--- config.mk ---
export PLATFORM = sky130hd
export DESIGN_NAME = ring_osc_meas_ctrl
export DESIGN_NICKNAME = d
export VERILOG_FILES = /design/src/rtl/ring_osc_meas_ctrl.sv
export SDC_FILE = /design/constraint.sdc
export NUM_CORES = 1
export LEC_CHECK = 0
export ABC_AREA = 1
export BUFFER_PORTS_ARGS = -buffer_cell sky130_fd_sc_hd__buf_2
export CORE_ASPECT_RATIO = 1.25
export CORE_MARGIN = 2
export CORE_UTILIZATION = 40
export CTS_CLUSTER_DIAMETER = 60
export CTS_CLUSTER_SIZE = 24
export DETAILED_ROUTE_END_ITERATION = 16
export PLACE_DENSITY = 0.57
export RECOVER_POWER = 50
export SLEW_MARGIN = 20
export SYNTH_ARGS = -nofsm -noshare
export SYNTH_HDL_FRONTEND = slang
export SYNTH_SLANG_ARGS = --single-unit
export TNS_END_PERCENT = 10
--- constraint.sdc ---
create_clock -name clk -period 2.46 [get_ports clk]
set_input_delay 0.123 -clock clk [delete_from_list [all_inputs] [get_ports clk]]
set_output_delay 0.123 -clock clk [all_outputs]
set_load 0.02 [all_outputs]
--- src/rtl/ring_osc_meas_ctrl.sv ---
// ring_osc_meas_ctrl
//
// Sequencer for a gated self-timed buffer ring. A measurement runs through four phases:
// enable the ring and let it settle, count rising edges of the ring tap over a window of clk
// cycles, disable the ring and let it quiesce, then report the count with a one-cycle done.
//
// Ports:
//   clk         system clock, all state on rising edge
//   rst         asynchronous active-high reset
//   start_i     request a measurement (accepted only in idle)
//   abort_i     cancel a measurement during settle/measure
//   window_i    measurement length in clk cycles, captured on accepted start
//   ring_out_i  asynchronous ring tap, synchronized internally
//   ring_en_o   registered ring enable (0 forces the ring to rest)
//   busy_o      high from accepted start until done pulse or end of abort drain
//   done_o      one-cycle pulse, count_o/overflow_o valid
//   count_o     saturating rising-edge count, held until next accepted start
//   overflow_o  an edge arrived while count_o was saturated
module ring_osc_meas_ctrl #(
    parameter int unsigned CNT_W       = 16,
    parameter int unsigned WIN_W       = 16,
    parameter int unsigned SETTLE_CYC  = 8,
    parameter int unsigned DRAIN_CYC   = 16,
    parameter int unsigned SYNC_STAGES = 2
) (
    input  logic             clk,
    input  logic             rst,
    input  logic             start_i,
    input  logic             abort_i,
    input  logic [WIN_W-1:0] window_i,
    input  logic             ring_out_i,
    output logic             ring_en_o,
    output logic             busy_o,
    output logic             done_o,
    output logic [CNT_W-1:0] count_o,
    output logic             overflow_o
);

    typedef enum logic [2:0] {
        StIdle,
        StSettle,
        StMeasure,
        StDrain,
        StReport
    } state_e;

    // One down-counter times every phase, so it must hold the window and both fixed delays.
    localparam int unsigned AuxMax = (SETTLE_CYC > DRAIN_CYC) ? SETTLE_CYC : DRAIN_CYC;
    localparam int unsigned AuxW   = $clog2(AuxMax + 1);
    localparam int unsigned TmrW   = (WIN_W > AuxW) ? WIN_W : AuxW;

    localparam logic [TmrW-1:0] SettleLoad = TmrW'(SETTLE_CYC - 1);
    localparam logic [TmrW-1:0] DrainLoad  = TmrW'(DRAIN_CYC - 1);

    state_e           state_q, state_d;
    logic [TmrW-1:0]  tmr_q, tmr_d;
    logic [WIN_W-1:0] win_q, win_d;
    logic             aborted_q, aborted_d;
    logic [CNT_W-1:0] count_q, count_d;
    logic             overflow_q, overflow_d;
    logic             ring_en_q, busy_q, done_q;

    logic [SYNC_STAGES-1:0] sync_q;
    logic                   prev_q;
    logic                   rise;

    // Only sync_q[0] can go metastable; everything downstream reads the last stage.
    always_ff @(posedge clk or posedge rst) begin
        if (rst) begin
            sync_q <= '0;
            prev_q <= 1'b0;
        end else begin
            sync_q <= {sync_q[SYNC_STAGES-2:0], ring_out_i};
            prev_q <= sync_q[SYNC_STAGES-1];
        end
    end

    // The detector runs in every state; only measure cycles consume a detection.
    assign rise = sync_q[SYNC_STAGES-1] & ~prev_q;

    always_comb begin
        state_d    = state_q;
        tmr_d      = tmr_q;
        win_d      = win_q;
        aborted_d  = aborted_q;
        count_d    = count_q;
        overflow_d = overflow_q;

        unique case (state_q)
            StIdle: begin
                if (start_i) begin
                    state_d    = StSettle;
                    tmr_d      = SettleLoad;
                    win_d      = window_i;
                    aborted_d  = 1'b0;
                    count_d    = '0;
                    overflow_d = 1'b0;
                end
            end
            StSettle: begin
                if (abort_i) begin
                    state_d   = StDrain;
                    tmr_d     = DrainLoad;
                    aborted_d = 1'b1;
                end else if (tmr_q == '0) begin
                    if (win_q == '0) begin
                        state_d = StDrain;
                        tmr_d   = DrainLoad;
                    end else begin
                        state_d = StMeasure;
                        tmr_d   = TmrW'(win_q) - 1'b1;
                    end
                end else begin
                    tmr_d = tmr_q - 1'b1;
                end
            end
            StMeasure: begin
                if (rise) begin
                    if (&count_q) begin
                        overflow_d = 1'b1;
                    end else begin
                        count_d = count_q + 1'b1;
                    end
                end
                if (abort_i) begin
                    state_d   = StDrain;
                    tmr_d     = DrainLoad;
                    aborted_d = 1'b1;
                end else if (tmr_q == '0) begin
                    state_d = StDrain;
                    tmr_d   = DrainLoad;
                end else begin
                    tmr_d = tmr_q - 1'b1;
                end
            end
            StDrain: begin
                if (tmr_q == '0) begin
                    // An aborted run returns silently; a full run reports.
                    state_d = aborted_q ? StIdle : StReport;
                end else begin
                    tmr_d = tmr_q - 1'b1;
                end
            end
            StReport: begin
                state_d = StIdle;
            end
            default: begin
                state_d = StIdle;
            end
        endcase
    end

    always_ff @(posedge clk or posedge rst) begin
        if (rst) begin
            state_q    <= StIdle;
            tmr_q      <= '0;
            win_q      <= '0;
            aborted_q  <= 1'b0;
            count_q    <= '0;
            overflow_q <= 1'b0;
            ring_en_q  <= 1'b0;
            busy_q     <= 1'b0;
            done_q     <= 1'b0;
        end else begin
            state_q    <= state_d;
            tmr_q      <= tmr_d;
            win_q      <= win_d;
            aborted_q  <= aborted_d;
            count_q    <= count_d;
            overflow_q <= overflow_d;
            // Outputs are registered decodes of the next state so they never glitch.
            ring_en_q  <= (state_d == StSettle) || (state_d == StMeasure);
            busy_q     <= (state_d == StSettle) || (state_d == StMeasure) ||
                          (state_d == StDrain);
            done_q     <= (state_d == StReport);
        end
    end

    assign ring_en_o  = ring_en_q;
    assign busy_o     = busy_q;
    assign done_o     = done_q;
    assign count_o    = count_q;
    assign overflow_o = overflow_q;

endmodule
* Yosys cells after proc, flatten, opt, wreduce, memory -nomap -nowiden *
Index checks and enable logic that the tools add are counted.

cells by class
  add/sub/neg operators = 3
  reduce and logical (&&, ||, !) cells = 15
  bitwise operators = 2
  equality and inequality tests = 13
  mux-type cells = 27

operator list
  cell                     number
  $mux W16                 10
  $pmux W16 S4             1
  $logic_not A16 Y1        2
  $pmux W16 S2             1
  $sub A16 B1 Y16 const B  2
  $mux W3                  7
  $add A16 B1 Y16 const B  1
  $reduce_and A16 Y1       1
  $eq A3 B2 Y1 const B     4
  $pmux W3 S4              1
  $ne A2 B2 Y1 const B     5
  $reduce_and A4 Y1        2
  $eq A3 B1 Y1 const B     2
  $reduce_and A3 Y1        2
  $mux W1                  5
  $pmux W1 S2              2
  $reduce_bool A2 Y1       2
  $reduce_bool A4 Y1       1
  $eq A3 B3 Y1 const B     1
  $logic_not A3 Y1         1
  $logic_or A1 B1 Y1       2
  $ne A2 B1 Y1 const B     1
  $reduce_and A2 Y1        1
  $reduce_or A2 Y1         1
  2 further kinds          2

word-level totals
  logic and storage cells = 71
  register bits after elaboration = 59
  output and inout port bits = 20
  input bits = 21

* Longest topological paths before layout *
  depth in word-level cells = 8
  gate-level depth with buffers = 12

* Worst setup path after synthesis *
Ideal clock, no wire load.

  path type = flip-flop to flip-flop
  start point = reg count_q[0], in the netlist count_o[0]
  end point = reg count_q[14], in the netlist count_o[14]
  cell stages (with the launch flop) = 11
  path buffers = 0
  setup slack = 0.736 ns
  data required time = 2.334 ns
  arrival = 1.598 ns
  cells stage by stage = dfrtp_1 -> ha_1 -> nand2_1 -> nor2_4 -> nand2_1 -> o21ai_1 -> nand2_1 -> nand2_2 -> inv_1 -> nand2_1 -> o21ai_0

between the ends
  word-level cells in the longest chain between the ends = 4
  elaborated cells between the ends (all ways) = 7
  classes of those cells = add/sub: 1; eq/ne: 1; mux: 3; reduce/logical: 2

ends and longest elaborated chain
  item                    line  source
  from (decl)             59    logic [CNT_W-1:0] count_q, count_d;
  from (signal assigned)  169   count_q <= count_d;
  $add A16 B1 Y16         122   count_d = count_q + 1'b1;
  $mux W16                119   if (&count_q) begin
  $mux W16                118   if (rise) begin
  $pmux W16 S2            89    unique case (state_q)

Several ways; a longest one is shown, not always the timed one. The select of a mux whose other input is x is not followed.
A chain may end at the register's enable or synchronous reset.

* Worst setup path after layout *
  start point = reg tmr_q[0]
  end point = reg tmr_q[2]

between the ends
  word-level cells in the longest chain between the ends = 4
  elaborated cells between the ends (all ways) = 10
  classes of those cells = add/sub: 1; eq/ne: 1; mux: 6; reduce/logical: 2

ends and longest elaborated chain
  item                                                  line      source
  from (decl)                                           56        logic [TmrW-1:0] tmr_q, tmr_d;
  from (signal assigned)                                166       tmr_q <= tmr_d;
  $sub A16 B1 Y16 or $logic_not A16 Y1 (tied branches)  --
  $mux W16 (on tied branches)                           129, 105
  $mux W16 (on tied branches)                           125, 101
  $pmux W16 S4                                          89

Several ways; a longest one is shown, not always the timed one. The select of a mux whose other input is x is not followed.

==> out/qor.csv <==
stage;metric;value;unit
outcome;result of the run;completed;
worst_setup_path;critical path depth;10;
worst_setup_path;required time at the worst-slack endpoint;2.69;ns
floorplan;I/O pin cnt;41;
layout;register area;0.00148;mm²
worst_setup_path;critical-path maximum fanout;17;
logic_synthesis;post-synthesis area per instance;6.95;µm²
placement;minimum setup slack after placement;0.452;ns
layout;share of layout cells above drive strength 1;0.132;
worst_setup_path;CP top delay family;simple AND/OR/NAND/NOR gates;
layout;count of antenna diodes in the layout;0;
placement;port buffer count;40;
timing;setup clock skew after layout;0.00656;ns
logic_synthesis;most frequently used cell type in the post-synthesis netlist;nand2_1;
pwr;switch share;0.233;
placement;cell area after placement;0.00412;mm²
pwr;clock network power share;0.532;
worst_setup_path;cells on worst reg2reg path;10;
layout;Filler Cell Count;1002;
job;Max-cap violations;0;
layout;area of all placed cells without fillers;0.00438;mm²
logic_synthesis;EDFF count, synth;0;
worst_setup_path;Slowest-stage cell, CP;dfrtp_1;
routing;antenna-violating nets left;0;
clock_network;root buffer selected by CTS;clkbuf_16;
worst_setup_path;kind of critical path;reg -> reg;
clock_network;CTS tree;yes;
timing;maximum operating frequency;499;MHz
placement;placed wire-length estimate;7550;µm
layout;Total Nets Final;618;
logic_synthesis;leading cell types by total area after synthesis;dfrtp_1 (39%), nand2_1 (16%), nor2_1 (7.8%);
layout;layout overhead on the synthesized area;15.4;%
worst_setup_path;worst setup slack for register-to-register paths;0.46;ns
pwr;Gate power share;0.019;
worst_setup_path;Bufs and invs on worst path;4;
routing;Detailed Route WL;9840;µm
timing;Worst Slack Setup Final;0.456;ns
clock_network;clk sinks;59;
timing;part of the cycle the worst path needs;0.815;
timing;remaining max-slew budget at the tightest pin;0.299;
timing;RSZ-0062 raised after global routing;false;
logic_synthesis;Distinct cells, synth;34;
logic_synthesis;YS warnings;0;
clock_network;clock tree buffer depth;2;
pwr;Design Power;2170;µW
floorplan;Die Width;91.1;µm
logic_synthesis;number of cells produced by synthesis;546;
logic_synthesis;top-area cell type share of the netlist area;0.389;
logic_synthesis;cell type with the highest aggregate area in the netlist;dfrtp_1;
placement;routability congestion estimate from global placement;0.951;
clock_network;number of H-tree levels;3;
layout;total area of multi-input combinational cells;0.00202;mm²
timing;hold violation total from the final report;0;
worst_setup_path;CP Data Arrival Time;2.24;ns
grt;global-route wire length before repair;16800;µm
grt;overflow left after global routing;0;
routing;Vias/cell;4.99;
timing;Setup Total Neg Slack;0;ns
grt;pin count of the biggest net entering global routing;31;
floorplan;Starting Density;0.414;
timing;min cycle time layout;2.00;ns
floorplan;Die Height;113;µm
routing;number of remaining DRC errors;0;
worst_setup_path;ordered cell list for the critical path;inv_1, ha_1, nand2_1, inv_1, nand4_2, nand2_4, inv_2, or2_1, nand2_1, inv_1;
clock_network;clock insertion delay at the later pin of the skew report;0.34;ns
routing;total number of vias;3602;
logic_synthesis;net count after synthesis;570;
floorplan;placeable core area;0.00917;mm²
floorplan;number of core rows;39;
worst_setup_path;kind of capture point of the worst setup path;flop;
timing;transition time at the pin with the least slew margin;1.05;ns
worst_setup_path;largest stage delay on the critical path;0.42;ns
min_path;Worst Hold Class;in -> reg;
timing;count of final max-slew check failures;0;
routing;detailed-route wire length per cell;13.6;µm
pwr;PD cells;496;mW/mm²
pwr;proportion of power drawn by flip-flops and latches;0.449;
logic_synthesis;part of the Yosys area used for sequential elements;0.389;
worst_setup_path;most numerous cell on the critical path;inv_1;
grt;number of antenna violations at the first check in global routing;0;
logic_synthesis;Cell Area, Synth;0.00379;mm²
pwr;IR Drop Worst-Case VDD;0.424;mV
logic_synthesis;async set-or-reset flop fraction in the synthesized netlist;1.00;
pwr;Power Internal;1660;µW
timing;setup violation total in the final timing report;0;
pwr;static power due to leakage;0.00208;µW
pwr;net switching power;506;µW
routing;violation count after the first detailed-route iteration;219;
logic_synthesis;flops & latches, synth;59;
clock_network;number of hold-repair buffers added at the cts stage;2;
routing;number of detailed-routing iterations run before antenna repair;4;
clock_network;clock-pin slew on the worst setup and hold paths;0.06;ns
floorplan;Die Area;0.0103;mm²
clock_network;clock buffers created by TritonCTS;9;
clock_network;setup bufs post-CTS;0;
grt;All-Layer GR Usage;0.206;
logic_synthesis;Top FF cell, synth;dfrtp_1;
logic_synthesis;most numerous cell types in the synthesized netlist;nand2_1 (157), nor2_1 (79), dfrtp_1 (59);
worst_setup_path;Setup crit start kind;flop;
grt;vias in the first global route;3511;
clock_network;cells resized by post-CTS repair;0;
min_path;Worst Hold Path Cells;3;
## final timing paths
path / endpoint / from
setup / recovery: tmr_q[2] / tmr_q[0]
hold / removal: win_q[13] / window_i[13]
setup reg to reg: tmr_q[2] / tmr_q[0]
max in group asynchronous: win_q[0] / rst
min in group asynchronous: win_q[6] / rst
hold reg to reg: sync_q[1] / sync_q[0]
## registers in the layout, summed over array words and instances, names as in the netlist
name	flops
aborted_q	1
busy_o	1
count_o	16
done_o	1
overflow_o	1
prev_q	1
ring_en_o	1
state_q	3
sync_q	2
tmr_q	16
win_q	16
## routing by layer
metal | global-route usage | part of all wire
met2 | 0.352 | 0.50
met3 | 0.0273 | 0.028
met4 | 0.0919 | 0.023
met1 | 0.260 | 0.45
met5 | 0 | 0
## through the flow
step           hold WS, ns  utilization  std cells
2_1_floorplan        0.154            -        546
3_3_place_gp         0.229        0.449        704
3_5_place_dp         0.230        0.449        704
4_1_cts             0.0265        0.480        722
5_1_grt             0.0400        0.477        722
6_report            0.0356        0.477        722
## power groups by stage
stage          Clock (µW)  Sequential, µW  Combinational (µW)
6_report             1150             974                41.6
5_1_grt              1220             974                49.2
4_1_cts              1170             974                45.7
3_5_place_dp            0             992                43.1
3_3_place_gp            0             991                43.0
2_1_floorplan           0             991                14.9
## logic make-up (layout without fill, tap and decap cells)
family	count (synthesis)	count (layout)	synth area share
DFF	59	59	0.389
xor gates and xnor gates	19	19	0.0439
buffers and inverters	71	124	0.0775
and+or+nand+nor	340	340	0.400
adders and majority gates	3	3	0.00990
muxes	3	3	0.00890
AOI/OAI and AO/OA	51	51	0.0706
## layout make-up
class | instances | share of cell area
multi-input cells | 416 | 0.462
flip-flops and latches | 59 | 0.337
inverters | 62 | 0.0535
clock buffers | 9 | 0.0515
repair buffers | 46 | 0.0500
well taps | 123 | 0.0352
clock inverters | 7 | 0.0103
## layout by cell type (no fill, tap or decap), types with 11 or more instances in the layout
master and count:
nor2_1 79, dfrtp_1 59, xor2_1 18, nand4_1 18, buf_2 20, a21oi_1 19, inv_1 55, o21ai_0 21
nor3_1 11, clkbuf_1 21, nand2_1 157, nand3_1 43
## worst register-to-register path, cell delays in order, from the launching register on
cell     delay (ns)
dfrtp_1        0.42
inv_1          0.11
ha_1           0.21
nand2_1        0.13
inv_1          0.11
nand4_2        0.19
nand2_4        0.24
inv_2          0.16
or2_1          0.23
nand2_1        0.06
inv_1          0.03
No activity file was read; power rests on OpenSTA's default activity.
